[src/rtl/ysyx_2022040010_mul_seq.sv]
// Sequential shift-and-add multiplier (RV64 MUL / MULW), one partial product per cycle.
// The additions use an external shared 64-bit ripple adder through the add_* ports.
//
// Ports:
//   clock, reset          rising-edge clock, asynchronous active-high reset
//   in_valid/in_ready     request handshake; in_op_w selects MULW (1) or MUL (0)
//   in_src1, in_src2      multiplicand / multiplier, captured on accept
//   flush                 aborts any operation or pending result
//   out_valid/out_ready   result handshake; out_result holds the product
//   add_a, add_b, add_cin, add_32   operands / mode driven to the shared adder
//   add_s, add_c          sum and carry-out returned by the shared adder
module ysyx_2022040010_mul_seq (
  input  logic        clock,
  input  logic        reset,
  input  logic        in_valid,
  output logic        in_ready,
  input  logic        in_op_w,
  input  logic [63:0] in_src1,
  input  logic [63:0] in_src2,
  input  logic        flush,
  output logic        out_valid,
  input  logic        out_ready,
  output logic [63:0] out_result,
  output logic [63:0] add_a,
  output logic [63:0] add_b,
  output logic        add_cin,
  output logic        add_32,
  input  logic [63:0] add_s,
  input  logic        add_c
);

  typedef enum logic [1:0] {StIdle, StBusy, StDone} state_e;

  state_e      state_q, state_d;
  logic [63:0] acc_q, acc_d;
  logic [63:0] mc_q, mc_d;
  logic [63:0] mp_q, mp_d;
  logic [5:0]  cnt_q, cnt_d;
  logic        op_w_q, op_w_d;
  logic [63:0] result_q, result_d;
  logic [5:0]  cnt_last;

  // Carry-out is never needed: products wrap modulo 2^64 (or 2^32 for MULW).
  logic unused_add_c;
  assign unused_add_c = add_c;

  assign cnt_last = op_w_q ? 6'd31 : 6'd63;

  always_ff @(posedge clock or posedge reset) begin
    if (reset) begin
      state_q  <= StIdle;
      acc_q    <= '0;
      mc_q     <= '0;
      mp_q     <= '0;
      cnt_q    <= '0;
      op_w_q   <= 1'b0;
      result_q <= '0;
    end else begin
      state_q  <= state_d;
      acc_q    <= acc_d;
      mc_q     <= mc_d;
      mp_q     <= mp_d;
      cnt_q    <= cnt_d;
      op_w_q   <= op_w_d;
      result_q <= result_d;
    end
  end

  always_comb begin
    state_d  = state_q;
    acc_d    = acc_q;
    mc_d     = mc_q;
    mp_d     = mp_q;
    cnt_d    = cnt_q;
    op_w_d   = op_w_q;
    result_d = result_q;
    unique case (state_q)
      StIdle: begin
        if (in_valid) begin
          state_d = StBusy;
          acc_d   = '0;
          mc_d    = in_src1;
          mp_d    = in_src2;
          op_w_d  = in_op_w;
          cnt_d   = '0;
        end
      end
      StBusy: begin
        acc_d = add_s;
        mc_d  = mc_q << 1;
        mp_d  = mp_q >> 1;
        cnt_d = cnt_q + 6'd1;
        if (cnt_q == cnt_last) begin
          state_d = StDone;
          // Sign-extend locally so the result does not depend on how the
          // adder fills the upper half in 32-bit mode.
          result_d = op_w_q ? {{32{add_s[31]}}, add_s[31:0]} : add_s;
        end
      end
      StDone: begin
        if (out_ready) state_d = StIdle;
      end
      default: state_d = StIdle;
    endcase
    // Flush dominates everything, including a same-cycle accept.
    if (flush) state_d = StIdle;
  end

  always_comb begin
    in_ready   = (state_q == StIdle);
    out_valid  = (state_q == StDone);
    out_result = result_q;
    add_a      = '0;
    add_b      = '0;
    add_cin    = 1'b0;
    add_32     = 1'b0;
    if (state_q == StBusy) begin
      add_a  = acc_q;
      add_b  = mp_q[0] ? mc_q : '0;
      add_32 = op_w_q;
    end
  end

endmodule

[config.mk]
export PLATFORM = sky130hd
export DESIGN_NAME = ysyx_2022040010_mul_seq
export DESIGN_NICKNAME = d
export VERILOG_FILES = /design/src/rtl/ysyx_2022040010_mul_seq.sv
export SDC_FILE = /design/constraint.sdc
export NUM_CORES = 1
export LEC_CHECK = 0
export CAP_MARGIN = 5
export CELL_PAD_IN_SITES_DETAIL_PLACEMENT = 1
export CELL_PAD_IN_SITES_GLOBAL_PLACEMENT = 2
export CORE_MARGIN = 3
export CORE_UTILIZATION = 30
export CTS_BUF_LIST = sky130_fd_sc_hd__clkbuf_2
export CTS_CLUSTER_SIZE = 12
export DETAILED_ROUTE_END_ITERATION = 10
export PLACE_DENSITY = 0.95
export SKIP_CTS_REPAIR_TIMING = 1
export SLEW_MARGIN = 10
export SYNTH_ARGS = -nofsm -noshare
export SYNTH_HDL_FRONTEND = slang
export SYNTH_SLANG_ARGS = --single-unit
[constraint.sdc]
create_clock -name clock -period 12.1 [get_ports clock]
set_input_delay 1.21 -clock clock [delete_from_list [all_inputs] [get_ports clock]]
set_output_delay 1.21 -clock clock [all_outputs]
set_load 0.05 [all_outputs]
== Word level (Yosys, flattened, before mapping) ==
Index checks and enable logic that the tools add are counted.

* Reduce and logical (&&, ||, !) cells: 6
* Muxes and demuxes: 19
* Add/sub/neg operators: 1
* Eq/ne operators: 7

{| class="wikitable"
|+ Operators by type and width
! kind !! count
|-
| $mux W64 || 7
|-
| $pmux W64 S2 || 3
|-
| $mux W6 || 2
|-
| $pmux W6 S2 || 1
|-
| $mux W2 || 4
|-
| $add A6 B1 Y6 const B || 1
|-
| $eq A6 B6 Y1 || 1
|-
| $ne A3 B2 Y1 const B || 2
|-
| $pmux W2 S3 || 1
|-
| $reduce_and A2 Y1 || 3
|-
| $ne A3 B3 Y1 const B || 1
|-
| $reduce_and A3 Y1 || 1
|-
| $eq A2 B1 Y1 const B || 1
|-
| $eq A2 B2 Y1 const B || 1
|-
| $logic_not A2 Y1 || 1
|-
| $ne A2 B2 Y1 const B || 1
|-
| $reduce_bool A2 Y1 || 1
|-
| $mux W1 || 1
|}

* Register bits after elaboration: 265
* Input bits: 199

== Longest topological paths before layout ==
* Depth after elaboration: 5
* Depth in mapped cells: 7

== Worst setup path after synthesis ==
Ideal clock, no wire load.

* Path kind: reg-to-output
* Start: register state_q[1]
* End: output port in_ready
* Arrival: 1.652 ns
* Path slack: 9.238 ns
* Required time: 10.890 ns
* Path buffers: 4
* Cell stages (with the launch flop): 6
* Cell sequence: dfrtp_1 buf_2 buf_4 clkbuf_1 clkbuf_1 nor2_1

* Longest elaborated chain between the ends: 1

{| class="wikitable"
|+ RTL lines
! what !! line !! text
|-
| start, declared || 34 || <nowiki>state_e state_q, state_d;</nowiki>
|-
| start signal, assigned || 51 || <nowiki>state_q <= StIdle;</nowiki>
|-
| start signal, assigned || 59 || <nowiki>state_q <= state_d;</nowiki>
|-
| $logic_not A2 Y1 || 110 || <nowiki>in_ready = (state_q == StIdle);</nowiki>
|-
| end, declared || 16 || <nowiki>output logic in_ready,</nowiki>
|}

Every way passes these cells.

== Final worst setup path ==
* Start: register state_q[0]
* End: output port add_a[62]

* Longest elaborated chain between the ends: 2

{| class="wikitable"
|+ RTL lines
! what !! line !! text
|-
| $eq A2 B1 Y1 || 117 || <nowiki>if (state_q == StBusy) begin</nowiki>
|-
| $mux W64 || 117 ||
|-
| end, declared || 24 || <nowiki>output logic [63:0] add_a,</nowiki>
|}

Every way passes these cells.

==> results.yml <==
power_and_ir_drop:
  p_comb_frac: 0.173
  p_int_uw: 1434
  p_leak_uw: 0.007591
  netSwitchingFraction: 0.3263
  seqPwrFrac: 0.484
  irDropWorstVdd_v: 0.00005933
  switchingPower_uw: 694.7
  p_total_uw: 2129
  clockPowerShare: 0.343
  p_per_area_nw_per_um2: 126.3
routing:
  final_antenna_net_count: 0
  drt-vias-per-instance: 4.960
  via_count: 10460
  wirelength_um: 41470
  first_pass_iters: 4
  drt_iter0_drc: 569
  wl_per_cell_um: 19.66
  drc: 0
global_routing:
  grt_max_degree: 147
  grt_pass1_vias: 11410
  grt_use_total: 0.1927
  antenna_found_initial: 6
  grt_first_pass_wirelength_um: 64310
  overflow: 0
placement:
  finalWeightedCongestion: 0.7802
  dp_hpwl_um: 26870
  portBuffers: 392
floorplan:
  dieArea_um2: 41980
  start_util: 0.3057
  core_area_um2: 38830
  boundaryPins: 395
  die_w_um: 204.9
  die_height_um: 204.9
  rows: 72
timing:
  finalSetupViolCount: 0
  timing.fmax_mhz: 201.9
  period_needed_ns: 4.954
  finalMaxSlewViolations: 0
  skew_ns: 0.07984
  hold_viol: 0
  tns_ns: 0
  grt_setup_unrepaired: "false"
  final.period_utilization: 0.4094
  worst_pin_slew_ns: 1.069
  maxSlewHeadroom: 0.2856
  holdWs_ns: 0.4770
worst_setup_path:
  crit_type: "register to output pin"
  worst_setup_path_startpoint: "state_q[0]"
  cp.arrival_ns: 3.74
  critPathSlowestCell: "clkdlybuf4s50_1"
  cp_data_required_time_ns: 10.89
  end_kind: "output pin"
  r2r_start: "state_q[0]"
  cp-start-kind: "register"
  critical-path-max-stage-delay_ns: 0.86
  r2r_slack_ns: 8.42
  path_cells: "nor2b_4 > buf_4 > and2_1 > clkdlybuf4s50_1"
  crit_fanout: 86
clock_network:
  tritoncts: "built"
  clk_latency_ns: 0.92
  clockRootBuffer: "clkbuf_2"
  cts.sinks: 265
  clk_pin_slew_ns: 0.08
  cts-htree-levels: 3
  cts_buffers: 78
  clockBufferDepth: 3
yosys:
  synthArstFlopShare: 1.000
  ys_ff_latch: 265
  synth_top_area_frac: 0.5588
  yosysTopAreaCell: "dfrtp_1"
  netlist_area_um2: 11870
  yosysUniqueCellTypes: 31
  syn_nets: 1349
  ys_top_cells_by_area: "dfrtp_1, o21ai_0, a22oi_1"
  syn_area_per_cell_um2: 10.33
  yosysSeqAreaShare: 0.5588
  synth_ff_type: "dfrtp_1"
  syn_inst: 1149
  synth_edf_count: 0
  synth_most_common_cell: "dfrtp_1"
  yosys-top-cells-count: "dfrtp_1, o21ai_0, nand2_1, a22oi_1, and2_1"
  ys_warn_count: 0
finish:
  nets: 1726
  fillers: 4421
  syn2layout_area_growth_pct: 42.02
  drive_above_1_share: 0.1021
flow_run:
  cap_violations: 0
min_path:
  hp-class: "register to register"
  hp-start: "acc_q[46]"
run_status:
  status: "finished, final reports clean"
final cells by class:
class / instances / area, um^2 / share of cell area
sequential: 265 / 6640 / 0.3940
tap: 518 / 648.1 / 0.03845
clock inverter: 31 / 221.5 / 0.01314
clock buffer: 110 / 550.5 / 0.03266
antenna: 4 / 10.01 / 0.0005939
timing repair buffer: 406 / 4041 / 0.2398
multi-input combinational: 740 / 4604 / 0.2732
inverter: 35 / 138.9 / 0.008240
sequential cells by signal, indices dropped and copies added (netlist names):
register,cells
acc_q,64
state_q,2
out_result,64
cnt_q,6
mp_q,64
op_w_q,1
mc_q,64
cells in the final DEF (no fill, tap or decap), types with 2 or more instances in the layout:
| master | netlist | layout |
|---|---|---|
| and3_1 | 64 | 64 |
| clkinv_1 | 0 | 18 |
| diode_2 | 0 | 4 |
| and2_1 | 65 | 65 |
| bufinv_16 | 0 | 3 |
| o21ai_0 | 191 | 191 |
| buf_4 | 12 | 13 |
| a21oi_1 | 4 | 4 |
| nand3_1 | 2 | 2 |
| clkinv_2 | 0 | 5 |
| inv_1 | 35 | 34 |
| clkinvlp_4 | 0 | 4 |
| nor2b_1 | 7 | 5 |
| nand2_1 | 161 | 161 |
| a22o_1 | 36 | 36 |
| nand2b_1 | 3 | 3 |
| mux2i_1 | 2 | 2 |
| dfrtp_1 | 265 | 262 |
| clkbuf_2 | 0 | 110 |
| mux2_1 | 49 | 49 |
| dfrtp_4 | 0 | 2 |
| clkdlybuf4s50_1 | 0 | 392 |
| mux2_2 | 16 | 16 |
| o22ai_1 | 2 | 2 |
| nor2b_4 | 0 | 2 |
| a22oi_1 | 126 | 126 |
| nor2_1 | 2 | 2 |
metrics by stage:
step                cell area, um^2    util  worst slack, ns  std cells
finish                        16850  0.4341            7.146       2109
global route                  16850  0.4340            6.795       2108
CTS                           16840  0.4338            6.846       2105
detailed placement            16070  0.4140            7.378       1964
global placement              16070  0.4140            7.392       1964
floorplan                     11870       -            3.593       1149
power groups by stage:
stage | logic (uW) | clock network (uW) | registers, uW
finish | 368 | 731 | 1030
global route | 405 | 823 | 1040
CTS | 375 | 775 | 1030
detailed placement | 374 | 0 | 1050
global placement | 363 | 0 | 1040
floorplan | 230 | 0 | 1020
critical path, delay by kind of cell (launching register included):
family,cells,cell delay [ns]
DFF,1,0.78
buffers and inverters,2,1.50
and+or+nand+nor,2,0.48
metal layers:
metal  part of all wire  up-vias  wire length (um)  GRT usage
met5             0.0010        -                43          0
met4              0.026        6              1059    0.07249
met3              0.083       73              3429    0.06611
met2               0.49      334             20330     0.3236
met1               0.40     5211             16610     0.2287
li1                   -     4836                 -          -
path summary, 6_finish.rpt:
path                       cells past startpoint   endpoint
min in group asynchronous                      2  acc_q[10]
setup / recovery                               4  add_a[62]
hold / removal                                 2  acc_q[46]
hold reg to reg                                2  acc_q[46]
setup reg to reg                               5   cnt_q[3]
max in group asynchronous                      3  acc_q[62]
cell families (layout without fill, tap and decap cells):
| logic type | count (synthesis) | count (layout) | synth area share |
|---|---|---|---|
| AO/OA/AOI/OAI | 362 | 362 | 0.1917 |
| buffers and inverters | 144 | 582 | 0.05598 |
| XOR/XNOR | 1 | 1 | 0.0007381 |
| AND/OR/NAND/NOR | 308 | 308 | 0.1281 |
| multiplexers | 67 | 67 | 0.06336 |
| adder cells (fa/ha/maj) | 1 | 1 | 0.001054 |
| other | 1 | 5 | 0.0003160 |
| flip-flops | 265 | 265 | 0.5588 |
No activity file was read; power rests on OpenSTA's default activity.
